===== src/rtl/dmem_ctrl.sv =====
// Quadword access sequencer for a single-port, byte-wide, synchronous-read data RAM.
// Round-robin arbitration between the M stage and the loader; 8 little-endian byte beats per access.
module dmem_ctrl #(
  parameter int unsigned AW    = 10,
  parameter int unsigned DEPTH = 1024
) (
  input  logic          clk_i,
  input  logic          rst_n_i,
  input  logic          m_req_i,
  input  logic          m_we_i,
  input  logic [63:0]   m_addr_i,
  input  logic [63:0]   m_wdata_i,
  output logic [63:0]   m_rdata_o,
  output logic          m_done_o,
  output logic          m_err_o,
  output logic          m_stall_o,
  input  logic          l_req_i,
  input  logic          l_we_i,
  input  logic [63:0]   l_addr_i,
  input  logic [63:0]   l_wdata_i,
  output logic [63:0]   l_rdata_o,
  output logic          l_done_o,
  output logic          l_err_o,
  output logic          ram_en_o,
  output logic          ram_we_o,
  output logic [AW-1:0] ram_addr_o,
  output logic [7:0]    ram_wdata_o,
  input  logic [7:0]    ram_rdata_i
);

  localparam logic [63:0] MaxBase = 64'(DEPTH) - 64'd8;

  typedef enum logic [2:0] {StIdle, StXfer, StRlast, StDone, StErr} state_e;

  state_e        state_q;
  logic [2:0]    cnt_q;
  logic          own_q;   // 1 = loader owns the RAM
  logic          last_q;  // 1 = loader was granted last
  logic          we_q;
  logic [AW-1:0] addr_q;
  logic [63:0]   wdata_q;
  logic [63:0]   asm_q;
  logic [63:0]   m_rdata_q, l_rdata_q;
  logic          m_done_q, m_err_q, l_done_q, l_err_q;

  logic          gnt_l;
  logic          sel_we;
  logic [63:0]   sel_addr, sel_wdata;
  logic [2:0]    prev_cnt;
  logic          xfer;

  // On a tie, the requester not granted last wins.
  assign gnt_l     = l_req_i & (~m_req_i | ~last_q);
  assign sel_we    = gnt_l ? l_we_i    : m_we_i;
  assign sel_addr  = gnt_l ? l_addr_i  : m_addr_i;
  assign sel_wdata = gnt_l ? l_wdata_i : m_wdata_i;
  assign prev_cnt  = cnt_q - 3'd1;
  assign xfer      = (state_q == StXfer);

  assign ram_en_o    = xfer;
  assign ram_we_o    = xfer & we_q;
  assign ram_addr_o  = xfer ? addr_q + AW'(cnt_q) : '0;
  assign ram_wdata_o = (xfer && we_q) ? wdata_q[{cnt_q, 3'b000} +: 8] : 8'h00;

  assign m_rdata_o = m_rdata_q;
  assign l_rdata_o = l_rdata_q;
  assign m_done_o  = m_done_q;
  assign m_err_o   = m_err_q;
  assign l_done_o  = l_done_q;
  assign l_err_o   = l_err_q;
  assign m_stall_o = m_req_i & ~m_done_q;

  always_ff @(posedge clk_i or negedge rst_n_i) begin
    if (!rst_n_i) begin
      state_q   <= StIdle;
      cnt_q     <= 3'd0;
      own_q     <= 1'b0;
      last_q    <= 1'b1;
      we_q      <= 1'b0;
      addr_q    <= '0;
      wdata_q   <= 64'd0;
      asm_q     <= 64'd0;
      m_rdata_q <= 64'd0;
      l_rdata_q <= 64'd0;
      m_done_q  <= 1'b0;
      m_err_q   <= 1'b0;
      l_done_q  <= 1'b0;
      l_err_q   <= 1'b0;
    end else begin
      m_done_q <= 1'b0;
      m_err_q  <= 1'b0;
      l_done_q <= 1'b0;
      l_err_q  <= 1'b0;
      unique case (state_q)
        StIdle: begin
          if (m_req_i || l_req_i) begin
            own_q   <= gnt_l;
            last_q  <= gnt_l;
            we_q    <= sel_we;
            addr_q  <= sel_addr[AW-1:0];
            wdata_q <= sel_wdata;
            cnt_q   <= 3'd0;
            if (sel_addr > MaxBase) begin
              state_q <= StErr;
              if (gnt_l) begin
                l_done_q <= 1'b1;
                l_err_q  <= 1'b1;
              end else begin
                m_done_q <= 1'b1;
                m_err_q  <= 1'b1;
              end
            end else begin
              state_q <= StXfer;
            end
          end
        end
        StXfer: begin
          cnt_q <= cnt_q + 3'd1;
          // Read data lags the address by one beat.
          if (!we_q && cnt_q != 3'd0) asm_q[{prev_cnt, 3'b000} +: 8] <= ram_rdata_i;
          if (cnt_q == 3'd7) begin
            if (we_q) begin
              state_q <= StDone;
              if (own_q) l_done_q <= 1'b1;
              else       m_done_q <= 1'b1;
            end else begin
              state_q <= StRlast;
            end
          end
        end
        StRlast: begin
          asm_q[63:56] <= ram_rdata_i;
          state_q      <= StDone;
          if (own_q) begin
            l_rdata_q <= {ram_rdata_i, asm_q[55:0]};
            l_done_q  <= 1'b1;
          end else begin
            m_rdata_q <= {ram_rdata_i, asm_q[55:0]};
            m_done_q  <= 1'b1;
          end
        end
        StDone:  state_q <= StIdle;
        StErr:   state_q <= StIdle;
        default: state_q <= StIdle;
      endcase
    end
  end

endmodule


===== config.mk =====
export PLATFORM = sky130hd
export DESIGN_NAME = dmem_ctrl
export DESIGN_NICKNAME = d
export VERILOG_FILES = /design/src/rtl/dmem_ctrl.sv
export SDC_FILE = /design/constraint.sdc
export NUM_CORES = 1
export LEC_CHECK = 0
export ABC_AREA = 0
export BUFFER_PORTS_ARGS = -buffer_cell sky130_fd_sc_hd__clkbuf_2
export CAP_MARGIN = 20
export CORE_ASPECT_RATIO = 0.5
export CORE_MARGIN = 2
export CORE_UTILIZATION = 30
export CTS_CLUSTER_SIZE = 8
export DETAILED_ROUTE_END_ITERATION = 8
export PLACE_DENSITY = 0.59
export SLEW_MARGIN = 0
export SYNTH_ARGS = -nofsm -noshare
export SYNTH_HDL_FRONTEND = slang
export SYNTH_SLANG_ARGS = --single-unit

===== constraint.sdc =====
create_clock -name clk_i -period 4.1 [get_ports clk_i]
set_clock_uncertainty 0.1 [all_clocks]
set_input_delay 0.82 -clock clk_i [delete_from_list [all_inputs] [get_ports clk_i]]
set_output_delay 0.82 -clock clk_i [all_outputs]
set_load 0.02 [all_outputs]

==> metrics.md <==
| Metric | Value |
|---|---|
| Max Buffers Root-to-Sink | `3` |
| Global Route Usage Sum | `19.0%` |
| Wire length per cell | `20.8 um` |
| Worst-skew pair later-pin latency | `0.53 ns` |
| Max-cap violations | `0` |
| Internal cell power | `0.00488 W` |
| Synth Register Bits | `271` |
| First-pass GRT wire length | `60.8 mm` |
| Vias/cell | `4.88` |
| Die X | `287 um` |
| Power Density | `419 nW/um^2` |
| Worst path cell trace | `ha_1 -> fa_1 -> a21o_1 -> and4_1 -> xnor2_1 -> nor2_1 -> clkbuf_2` |
| Worst r2r path cells | `8` |
| Final TNS setup | `0 ns` |
| Post-Syn Area | `12000 um^2` |
| Unrepaired setup endpoints after global routing | `no` |
| Top Usage Layer GRT | `met2` |
| Largest area contributor in the netlist | `dfrtp_1` |
| Leakage | `8.21 nW` |
| Fin worst setup slack | `0.725 ns` |
| Setup crit start kind | `flip-flop` |
| Met3 usage | `3.12%` |
| CTS tree | `done` |
| Port Buffers | `422` |
| Max incr delay on CP | `0.48 ns` |
| Max Slew Vio Count | `0` |
| Reg power frac | `46.2%` |
| CTS clk-pin slew, worst paths | `0.06 ns` |
| Ys Warns | `0` |
| GR Layer Usage met2 | `32.3%` |
| Switching power | `0.00173 W` |
| Initial antenna violation count | `3` |
| Count leader, synth | `dfrtp_1` |
| Ports | `423` |
| Post-DRT Antenna Nets | `0` |
| Initial Util | `30.7%` |
| Initial DRC Count | `493` |
| TritonCTS buffer count | `39` |
| # setup viols final | `0` |
| Clock sink total | `271` |
| Worst Path Required | `3.18 ns` |
| H-tree levels | `2` |
| Crit path arrival time | `2.46 ns` |
| HP Class | `input pin to async pin` |
| Tmin final | `3.38 ns` |
| Largest net degree at the start of global routing | `114` |
| CP endpoint kind | `output pin` |
| Die area | `41700 um^2` |
| Core footprint | `39200 um^2` |
| Max VDD drop | `0.202 mV` |
| Area of all placed cells without fillers | `15800 um^2` |
| Layout area overhead | `31.5%` |
| Critical path origin | `cnt_q[0]` |
| WP buf/inv | `1` |
| Worst setup endpoint | `ram_addr_o[8]` |
| Sw Ratio | `26.1%` |
| Period utilization | `82.3%` |
| Worst R2R End | `asm_q[26]` |
| Worst rel slew slack | `28.9%` |
| Distinct cells, synth | `51` |
| First-pass DRT Iterations | `5` |
| Hold Fails Final Rpt | `0` |
| Combinational share of power | `10.6%` |
| Area after DPL | `14800 um^2` |
| Run status | `completed` |
| Max Fclk | `296 MHz` |
| Post-synth EDFFs | `0` |
| Layout cell share with drive strength beyond 1 | `48.9%` |
| Post-synthesis net count | `1251` |
| Slowest CP cell | `dfrtp_2` |
| Root buf cell | `clkbuf_16` |
| DR vias | `9413` |
| WL final | `40.1 mm` |
| Worst slack, placed | `1.26 ns` |
| CP Max Fanout | `11` |
| Setup Fix Bufs, Post-CTS | `0` |
| Most common flop cell mapped by yosys | `dfrtp_1` |
| Worst Tran Pin Value | `1.06 ns` |
| Setup slack, reg-to-reg | `1.28 ns` |
| CP delay by family, top | `adder cells` |
| Number of global-route vias before repair | `9760` |
| Grt met1 use | `24.8%` |
| Commonest cells post-synth | `270 x dfrtp_1, 172 x mux2_2, 106 x nand2_1` |
| Nets | `1672` |
| Stages on worst setup path | `7` |
| Average size of a mapped cell | `12.4 um^2` |
| Kind of critical path | `flip-flop to output pin` |
| DRC | `0` |
| Gr ovfl total | `0` |
| Post-synth ARST share | `100%` |
| Post-cts resize count | `0` |
| Area share of the leading cell type in the synthesized netlist | `56.3%` |
| FF-to-FF Start | `cnt_q[1]` |
| Area contributors post-synth | `dfrtp_1 56%, mux2_2 16%, a22oi_1 4.1%` |
| Die Y | `145 um` |
| Hold buffer count at cts | `0` |
| Mapped Cells | `969` |
| Row count | `51` |
| Sequential area share after synthesis | `56.5%` |
| Share of total power in the clock network | `43.2%` |
| Power Total | `0.00661 W` |
| DP HPWL | `29.7 mm` |
| GPL Wtd Cong | `0.879` |
power groups by stage:
| stage | clock [W] | sequential [W] | combinational [W] |
|---|---|---|---|
| after floorplan | 0 | 0.00299 | 0.000388 |
| after global placement | 0 | 0.00311 | 0.000704 |
| after detailed placement | 0 | 0.00310 | 0.000709 |
| after CTS | 0.00293 | 0.00306 | 0.000709 |
| after global routing | 0.00306 | 0.00307 | 0.000783 |
| final | 0.00285 | 0.00305 | 0.000702 |
cell families (layout without fill, tap and decap cells):
| family | after synthesis | after routing | share of synthesized area, % |
|---|---|---|---|
| AOI/OAI and AO/OA | 106 | 106 | 6.23 |
| xor gates and xnor gates | 8 | 8 | 0.583 |
| adders and majority gates | 12 | 12 | 1.31 |
| buffers and inverters | 69 | 496 | 2.39 |
| DFF | 271 | 271 | 56.5 |
| muxes | 206 | 206 | 20.6 |
| other | 0 | 1 | 0 |
| and+or+nand+nor | 297 | 297 | 12.4 |
layout by cell type, fill, tap and decap left out, types with 18 or more instances in the layout:
cell,n
nor4_1,26
clkbuf_2,421
nand2_1,106
clkbuf_16,39
and2_1,18
nand3_1,72
dfrtp_1,269
a22oi_1,65
nor2_1,30
mux2_2,172
area by class of cell:
cell class / count / area (um^2)
antenna: 1 / 2.50
clock buffer: 45 / 998
clock inverter: 2 / 32.5
fill: 3818 / 23400
inverter: 13 / 48.8
multi-input combinational: 629 / 4980
sequential: 271 / 6780
tap: 530 / 663
timing repair buffer: 436 / 2280
how the worst min path moves through the flow:
stage	to	slack [ns]	cells past startpoint
after CTS	l_rdata_o[11]	0.32	1
after global placement	m_rdata_o[41]	0.39	1
final	l_rdata_o[11]	0.27	1
after floorplan	asm_q[4]	0.36	2
after detailed placement	m_rdata_o[58]	0.39	1
after global routing	l_rdata_o[11]	0.33	1
state kept, by name, indices dropped and copies added (netlist names):
name and flops:
addr_q 10, wdata_q 64, m_done_o 1, l_err_o 1
own_q 1, cnt_q 3, state_q 3, last_q 1
l_done_o 1, m_rdata_o 64, m_err_o 1, we_q 1
l_rdata_o 64, asm_q 56
worst reg2reg max path, cell delays in order (launching register included):
cell	delay, ns
dfrtp_1	0.32
buf_4	0.29
inv_1	0.15
ha_1	0.21
xnor2_1	0.15
ha_1	0.40
nor3b_1	0.80
nand2_1	0.15
mux2i_1	0.16
per-stage QoR:
| step | utilization, % | instances | hold WS, ns |
|---|---|---|---|
| 2_1_floorplan | - | 969 | 0.360 |
| 3_3_place_gp | 37.7 | 1879 | 0.389 |
| 3_5_place_dp | 37.7 | 1879 | 0.395 |
| 4_1_cts | 40.3 | 1926 | 0.323 |
| 5_1_grt | 40.3 | 1927 | 0.326 |
| 6_report | 40.3 | 1927 | 0.273 |
metal layers:
layer	part of all wire [%]	up-vias
li1	-	4356
met1	43	4738
met2	50	243
met3	4.3	74
met4	2.9	2
met5	0.030	-
Power figures use the tool's default switching activity.
